### src/rtl/action_judge.sv
// action_judge: shared scoring stage between the button debouncers and the
// display/LED logic. Each action window runs from one step_strobe to the next.
// The first button press in a window is captured and compared with the
// expected action nibble. The block keeps running hit and wrong counts and
// raises a sticky game_over once the wrong count reaches MAX_WRONG.
//
// Optional feature: define JUDGE_EARLY_FAIL_EN to score a wrong press
// immediately. By default, every window is scored only when it closes.
module action_judge #(
  parameter int MAX_WRONG = 3,
  parameter int STEPS     = 15
) (
  input  logic       clk,
  input  logic       rst,
  input  logic       enable,
  input  logic       step_strobe,
  input  logic [3:0] action,
  input  logic [3:0] btn,
  output logic [3:0] operation,
  output logic [2:0] wrong_cnt,
  output logic [3:0] hit_cnt,
  output logic       result_valid,
  output logic       result_ok,
  output logic       level_clear,
  output logic       game_over
);

  typedef enum logic [1:0] {
    IDLE  = 2'd0,
    ARMED = 2'd1,
    HELD  = 2'd2,
    OVER  = 2'd3
  } state_t;

  state_t     state;
  state_t     state_next;

  logic [3:0] btn_q;
  logic [3:0] rise;
  logic [3:0] expect_vec;
  logic [3:0] captured;
  logic       window_ok;
  logic [2:0] wrong_inc;
  logic       hit_wrap;

  logic       scored;
  logic       scored_next;
  logic       score_now;
  logic       score_ok;

  logic [3:0] operation_next;
  logic [2:0] wrong_next;
  logic [3:0] hit_next;
  logic       valid_next;
  logic       ok_next;
  logic       clear_next;
  logic       over_next;

  // Button edges: a held button produces exactly one rise, in its first cycle.
  assign rise = btn & ~btn_q;

  // The only correct press is the one-hot bit of a real action. Actions 4..15
  // mean "stay still", so the only correct capture there is no press at all.
  // This makes multi-bit presses mismatch automatically.
  assign expect_vec = (action < 4'd4) ? (4'b0001 << action[1:0]) : 4'b0000;

  // While still ARMED, a rise in the closing cycle belongs to the window.
  // Once HELD, the latched press is what gets judged.
  assign captured  = (state == ARMED) ? rise : operation;
  assign window_ok = (captured == expect_vec);

  assign wrong_inc = (wrong_cnt < 3'(MAX_WRONG)) ? (wrong_cnt + 3'd1) : wrong_cnt;
  assign hit_wrap  = (hit_cnt == 4'(STEPS - 1));

  // Previous button levels, sampled every cycle regardless of the FSM state.
  always_ff @(posedge clk or posedge rst) begin
    if (rst) begin
      btn_q <= 4'd0;
    end else begin
      btn_q <= btn;
    end
  end

  // State and all result registers advance together from the next-state logic.
  always_ff @(posedge clk or posedge rst) begin
    if (rst) begin
      state        <= IDLE;
      scored       <= 1'b0;
      operation    <= 4'd0;
      wrong_cnt    <= 3'd0;
      hit_cnt      <= 4'd0;
      result_valid <= 1'b0;
      result_ok    <= 1'b0;
      level_clear  <= 1'b0;
      game_over    <= 1'b0;
    end else begin
      state        <= state_next;
      scored       <= scored_next;
      operation    <= operation_next;
      wrong_cnt    <= wrong_next;
      hit_cnt      <= hit_next;
      result_valid <= valid_next;
      result_ok    <= ok_next;
      level_clear  <= clear_next;
      game_over    <= over_next;
    end
  end

  // Window sequencing and scoring. Pulses default low; everything else holds.
  always_comb begin
    state_next     = state;
    scored_next    = scored;
    operation_next = operation;
    wrong_next     = wrong_cnt;
    hit_next       = hit_cnt;
    valid_next     = 1'b0;
    ok_next        = result_ok;
    clear_next     = 1'b0;
    over_next      = game_over;
    score_now      = 1'b0;
    score_ok       = 1'b0;

    case (state)
      IDLE: begin
        // A new level always starts from zero hits. wrong_cnt is game-wide.
        if (enable) begin
          state_next     = ARMED;
          hit_next       = 4'd0;
          operation_next = 4'd0;
          scored_next    = 1'b0;
        end
      end

      ARMED, HELD: begin
        if (!enable) begin
          // Level paused mid-window: drop the window without a verdict.
          state_next     = IDLE;
          operation_next = 4'd0;
          scored_next    = 1'b0;
        end else if (step_strobe) begin
          // Close the window and open the next one with a clean capture.
          state_next     = ARMED;
          operation_next = 4'd0;
          scored_next    = 1'b0;
          if (!scored) begin
            score_now = 1'b1;
            score_ok  = window_ok;
          end
        end else if ((state == ARMED) && (rise != 4'd0)) begin
          operation_next = rise;
          state_next     = HELD;
`ifdef JUDGE_EARLY_FAIL_EN
          // A wrong first press cannot become right later, so judge it now
          // and remember that this window already has its verdict.
          if (rise != expect_vec) begin
            score_now   = 1'b1;
            score_ok    = 1'b0;
            scored_next = 1'b1;
          end
`endif
        end
      end

      OVER: begin
        // Frozen until reset. result_valid and level_clear fall via defaults.
      end

      default: begin
        state_next = IDLE;
      end
    endcase

    if (score_now) begin
      valid_next = 1'b1;
      ok_next    = score_ok;
      if (score_ok) begin
        if (hit_wrap) begin
          hit_next   = 4'd0;
          clear_next = 1'b1;
        end else begin
          hit_next = hit_cnt + 4'd1;
        end
      end else begin
        wrong_next = wrong_inc;
        if (wrong_inc == 3'(MAX_WRONG)) begin
          state_next  = OVER;
          over_next   = 1'b1;
          scored_next = 1'b0;
        end
      end
    end
  end

endmodule

### config.mk
export PLATFORM = sky130hd
export DESIGN_NAME = action_judge
export DESIGN_NICKNAME = d
export VERILOG_FILES = /design/src/rtl/action_judge.sv
export SDC_FILE = /design/constraint.sdc
export NUM_CORES = 1
export LEC_CHECK = 0
export BUFFER_PORTS_ARGS = -buffer_cell sky130_fd_sc_hd__buf_2
export CELL_PAD_IN_SITES_DETAIL_PLACEMENT = 1
export CELL_PAD_IN_SITES_GLOBAL_PLACEMENT = 1
export CORE_UTILIZATION = 41
export DETAILED_ROUTE_END_ITERATION = 10
export GPL_TIMING_DRIVEN = 0
export PLACE_DENSITY = 0.76
export SETUP_SLACK_MARGIN = 0.02
export SLEW_MARGIN = 40
export SYNTH_ARGS = -nofsm -noshare
export SYNTH_HDL_FRONTEND = slang
export SYNTH_SLANG_ARGS = --single-unit
### constraint.sdc
create_clock -name clk -period 2.6 [get_ports clk]
set_input_delay 0.13 -clock clk [delete_from_list [all_inputs] [get_ports clk]]
set_output_delay 0.13 -clock clk [all_outputs]
set_load 0.01 [all_outputs]
* Word level (Yosys, flattened, before mapping)
Cells that the tools add are included.
** Word-level totals
- Register bits after elaboration :: 22
- Output and inout port bits :: 15
** Cells by class
- Multiplexer cells :: 40
- Equality and inequality tests :: 7
- $add $sub $neg :: 2
- Magnitude comparators :: 2
- Reduce and logical (&&, ||, !) cells :: 8
- Bitwise logic cells :: 3
- Shifts and indexed selects :: 1
** Operators with widths (number)
- $mux W4 :: 11
- $mux W1 :: 18
- $mux W2 :: 7
- $pmux W4 S2 :: 1
- $reduce_and A3 Y1 :: 2
- $add A4 B1 Y4 const B :: 1
- $and A4 B4 Y4 :: 1
- $eq A4 B4 Y1 :: 1
- $eq A4 B4 Y1 const B :: 1
- $lt A4 B3 Y1 const B :: 1
- $ne A4 B4 Y1 const B :: 1
- $not A4 Y4 :: 1
- $pmux W2 S2 :: 1
- $reduce_bool A4 Y1 :: 1
- $shl A1 B2 Y4 const A :: 1
- $add A3 B1 Y3 const B :: 1
- $eq A3 B2 Y1 const B :: 1
- $lt A3 B2 Y1 const B :: 1
- $mux W3 :: 1
- $eq A2 B1 Y1 const B :: 1
- $eq A2 B2 Y1 const B :: 1
- $logic_not A2 Y1 :: 1
- $ne A2 B2 Y1 const B :: 1
- $pmux W1 S2 :: 1
- other kinds (5) :: 5

* Longest topological paths before layout
- Depth in word-level cells :: 11
- Mapped depth :: 10
- Gate-level depth less buffers :: 8

* Worst setup path before layout
No wires, ideal clock.
- Path type :: register -> register
- From :: register state[0]
- To :: register wrong_cnt[0]
- Path slack :: 0.369 ns
- Clock period less this slack :: 2.231 ns
- Data arrival time :: 2.103 ns
- Cell stages (with the launch flop) :: 10
- Library setup time :: 0.128 ns
- Buffers on the path :: 2
- Cells stage by stage :: dfrtp_1 > ha_1 > buf_6 > and3b_4 > a2111o_1 > a21oi_2 > o221ai_2 > buf_4 > nand2_2 > mux2_1
** Between the ends
- Word-level cells in the longest chain between the ends :: 9
- Elaborated cells on any way between the ends :: 12
- Classes of those cells :: 3 x eq/ne; 6 x mux; 1 x bitwise; 2 x reduce/logical
** Ends and longest elaborated chain
- from (decl) :: line 35 : state_t state;
- from (signal assigned) :: line 97 : state <= state_next;
- $eq A2 B1 Y1 :: line 69, 123
- $mux W4 :: line 69 : assign captured = (state == ARMED) ? rise : operation;
- $eq A4 B4 Y1 :: line 70 : assign window_ok = (captured == expect_vec);
- $mux W1 :: line 145 : if (!scored) begin
- $mux W1 :: line 140 : end else if (step_strobe) begin
- $mux W1 :: line 135 : if (!enable) begin
- $mux W1 :: line 123 : case (state)
- $not A1 Y1 (no line)
- $reduce_and A2 Y1 (no line) (*)
- to (signal assigned) :: line 100 : wrong_cnt <= wrong_next;
- to (decl) :: line 20 : output logic [2:0] wrong_cnt,
Mark *: on every way between the ends. The rest lies on a longest branch, timed or not.
A chain may end at the register's enable or synchronous reset.

* Worst setup path after layout
- From :: register state[1]
- To :: register wrong_cnt[0]
Same word-level chain as after synthesis.

==> flow_metrics.env <==
export IMPL_fin_crit_sh_pct=94.10
export IMPL_die_area_um2=3213
export IMPL_cts_root_buf="clkbuf_4"
export IMPL_power_density_nw_per_um2=944.8
export IMPL_r2r_slack_ns=0.15
export IMPL_final_common_cell="buf_2"
export IMPL_cts_clk_slew_worst_paths_ns=0.13
export IMPL_htree_levels=1
export IMPL_holdWs_ns=0.1946
export IMPL_p_total_mw=1.430
export IMPL_critPathTopFamily="compound AO/OA/AOI/OAI gates"
export IMPL_synth_top_family_by_area="simple AND/OR/NAND/NOR gates"
export IMPL_ys_seq_area_share_pct=44.90
export IMPL_coreArea_um2=2805
export IMPL_criticalPathCategory="register to register"
export IMPL_hold_viol=0
export IMPL_globalplace_congestion=0.7442
export IMPL_cts_buffer_depth=2
export IMPL_cts_sinks=22
export IMPL_io_buffers=26
export IMPL_muxShareOfSynthArea_pct=0.9184
export IMPL_cap_viol_max_count=0
export IMPL_fmax_mhz=408.7
export IMPL_antenna_found_initial=0
export IMPL_synthSimpleGateAreaFrac_pct=23.67
export IMPL_syn_inst=114
export IMPL_drtPass1Iterations=7
export IMPL_synth_edf_count=0
export IMPL_internal_power_uw=861.6
export IMPL_critPathBufInv=3
export IMPL_pwr_share_comb_pct=46.7
export IMPL_grt_max_degree=23
export IMPL_power_switching_uw=568.7
export IMPL_synth_flop_cell="dfrtp_1"
export IMPL_most_common_layout_cells="buf_2 (26), dfrtp_1 (22), nand2_1 (12), nor2b_1 (7), inv_1 (7)"
export IMPL_cts_buffers=3
export IMPL_end_kind="register"
export IMPL_ios=27
export IMPL_drv_slew=0
export IMPL_synth_warnings=0
export IMPL_synth_xor_area_share_pct=0
export IMPL_syn_area_um2=1226
export IMPL_dp_final_hpwl_um=2314
export IMPL_fillers=323
export IMPL_vdd_ir_drop_max_mv=0.5072
export IMPL_cp_arrival_ns=2.66
export IMPL_post_place_ws_ns=0.1379
export IMPL_drt_initial_drc_count=29
export IMPL_grt_pass1_wl_um=5257
export IMPL_clockPowerShare_pct=18.5
export IMPL_cts_tree="done"
export IMPL_viasPerCell=5.862
export IMPL_worst_hold_path_type="primary input to register"
export IMPL_failed_checks="DRC"
export IMPL_relSlewSlack_pct=61.38
export IMPL_postRouteAntennaNets=0
export IMPL_synth_compound_area_share_pct=22.14
export IMPL_routedWlPerCell_um=17.03
export IMPL_avgSynthCellArea_um2=10.76
export IMPL_crit_path_top_delay_cell="dfrtp_1"
export IMPL_fin_worst_skew_ns=0.003076
export IMPL_drive_gt1_share_pct=33.33
export IMPL_num_rows=19
export IMPL_setup_viol=0
export IMPL_switching_share_pct=39.76
export IMPL_async_reset_ff_share_pct=100.0
export IMPL_synthAdderAreaFrac_pct=4.082
export IMPL_setup_ws_ns=0.1534
export IMPL_p_leak_nw=0.7365
export IMPL_nNetsFinal=167
export IMPL_seqPwrFrac_pct=34.8
export IMPL_synth_cell_types=41
export IMPL_die_h_um=56.69
export IMPL_cp_max_fo=10
export IMPL_area_growth_pct=23.47
export IMPL_critical_path_cell_chain="inv_1 -> ha_2 -> buf_6 -> nand3b_2 -> a2111o_1 -> a21boi_2 -> o221ai_2 -> buf_4 -> nand2_2 -> mux2_1"
export IMPL_worstMarginPinSlew_ns=0.5744
export IMPL_drc_errors=6
export IMPL_vias=1061
export IMPL_critical_path_max_stage_delay_ns=0.44
export IMPL_multi_input_area_um2=631.9
export IMPL_ff_latch_area_um2=550.5
export IMPL_ys_ff_latch=22
export IMPL_totalWireLength_um=3082
export IMPL_die_w_um=56.69
export IMPL_required_ns=2.81
export IMPL_post_route_min_period_ns=2.447
export IMPL_initial_core_util_pct=43.71
export IMPL_antennaDiodeCount=0
export IMPL_grt_util_all_layers_pct=21.40
export IMPL_setup_tns_ns=0
export IMPL_grt_pass1_vias=1169
export IMPL_rsz0062_at_grt="false"
export IMPL_grt_overflow=0
export IMPL_clk_latency_ns=0.31
export IMPL_outcome="complete, but fails checks"
export IMPL_start_kind="register"
export IMPL_syn_nets=130
logic make-up after synthesis:
family,count (synthesis)
compound gates,30
flops,22
fa+ha+maj,4
buf+inv,11
mux,1
simple gates,46
repair_timing:
item                                    CTS  global route
endpoints found under the hold margin    17             0
hold buffers                              5             0
gates resized for setup                   0             2
setup buffers                             0             1
endpoints found under the setup margin    0             3
synthesized netlist by cell type, types with 2 or more instances:
| cell type | n | share of area, % |
|---|---|---|
| nand2b_2 | 2 | 1.4 |
| nand4b_1 | 2 | 1.4 |
| nand3_1 | 3 | 1.2 |
| nor2_1 | 3 | 0.92 |
| a21o_1 | 3 | 1.8 |
| ha_1 | 4 | 4.1 |
| a2111o_1 | 2 | 1.8 |
| nor2b_1 | 7 | 3.6 |
| a32o_1 | 4 | 3.3 |
| nand2_1 | 12 | 3.7 |
| inv_1 | 8 | 2.4 |
| a21oi_1 | 4 | 1.6 |
| nor3_1 | 3 | 1.2 |
| o2111ai_1 | 2 | 1.4 |
| nand2b_1 | 2 | 1.0 |
| nand3b_2 | 2 | 1.8 |
| o21ai_0 | 2 | 0.82 |
| o31ai_1 | 3 | 1.8 |
| nor3b_2 | 2 | 2.0 |
| nand3b_1 | 2 | 1.2 |
| dfrtp_1 | 22 | 45 |
routing by layer:
| layer | GRT usage, % | part of all wire (%) | routed length, um | up-vias |
|---|---|---|---|---|
| met5 | 0 | 0 | 0 | - |
| met4 | 12.14 | 2.0 | 61 | 0 |
| met3 | 2.765 | 2.9 | 88 | 7 |
| met2 | 39.29 | 54 | 1661 | 22 |
| met1 | 23.42 | 41 | 1270 | 533 |
| li1 | - | - | - | 499 |
sequential cells by signal, indices dropped and copies added, names as in the netlist:
signal        cells
game_over         1
btn_q             4
result_valid      1
scored            1
hit_cnt           4
level_clear       1
state             2
wrong_cnt         3
result_ok         1
operation         4
cell type report:
type,count,share of cell area (%)
Multi-Input combinational cell,81,41.74
Sequential cell,22,36.36
Timing Repair Buffer,32,12.40
Tap cell,31,2.562
Clock inverter,1,1.983
Inverter,8,1.983
Clock buffer,3,1.488
Buffer,3,1.488
power groups by stage:
stage                     Clock (mW)  Sequential [mW]  Combinational [mW]
final                          0.265            0.498               0.667
after global routing           0.277            0.510               0.733
after CTS                      0.269            0.498               0.653
after detailed placement           0            0.503               0.638
after global placement             0            0.494               0.595
after floorplan                    0            0.514               0.422
worst reg2reg max path, delay by kind of cell, from the launching register on:
family                   cells  cell delay (ns)
AO/OA/AOI/OAI                3             0.70
adder cells (fa/ha/maj)      1             0.22
multiplexers                 1             0.32
buffers and inverters        3             0.47
AND/OR/NAND/NOR              2             0.18
flip-flops                   1             0.44
worst paths after layout:
| path | cells after the start | start | to |
|---|---|---|---|
| worst max-delay path | 10 | state[1] | wrong_cnt[0] |
| worst min-delay path | 3 | enable | state[0] |
| worst max register to register | 10 | state[1] | wrong_cnt[0] |
| worst min register to register | 1 | game_over | game_over |
| max in group asynchronous | 3 | rst | hit_cnt[3] |
| min in group asynchronous | 3 | rst | level_clear |
through the flow:
step                      utilization [%]  instance area, um^2  std cells
after floorplan                         -                 1226        114
after CTS                           53.39                 1498        180
final                               53.97                 1514        181
after detailed placement            49.73                 1395        171
after global placement              49.73                 1395        171
after global routing                53.97                 1514        181
(Power assumes the default switching activity.)
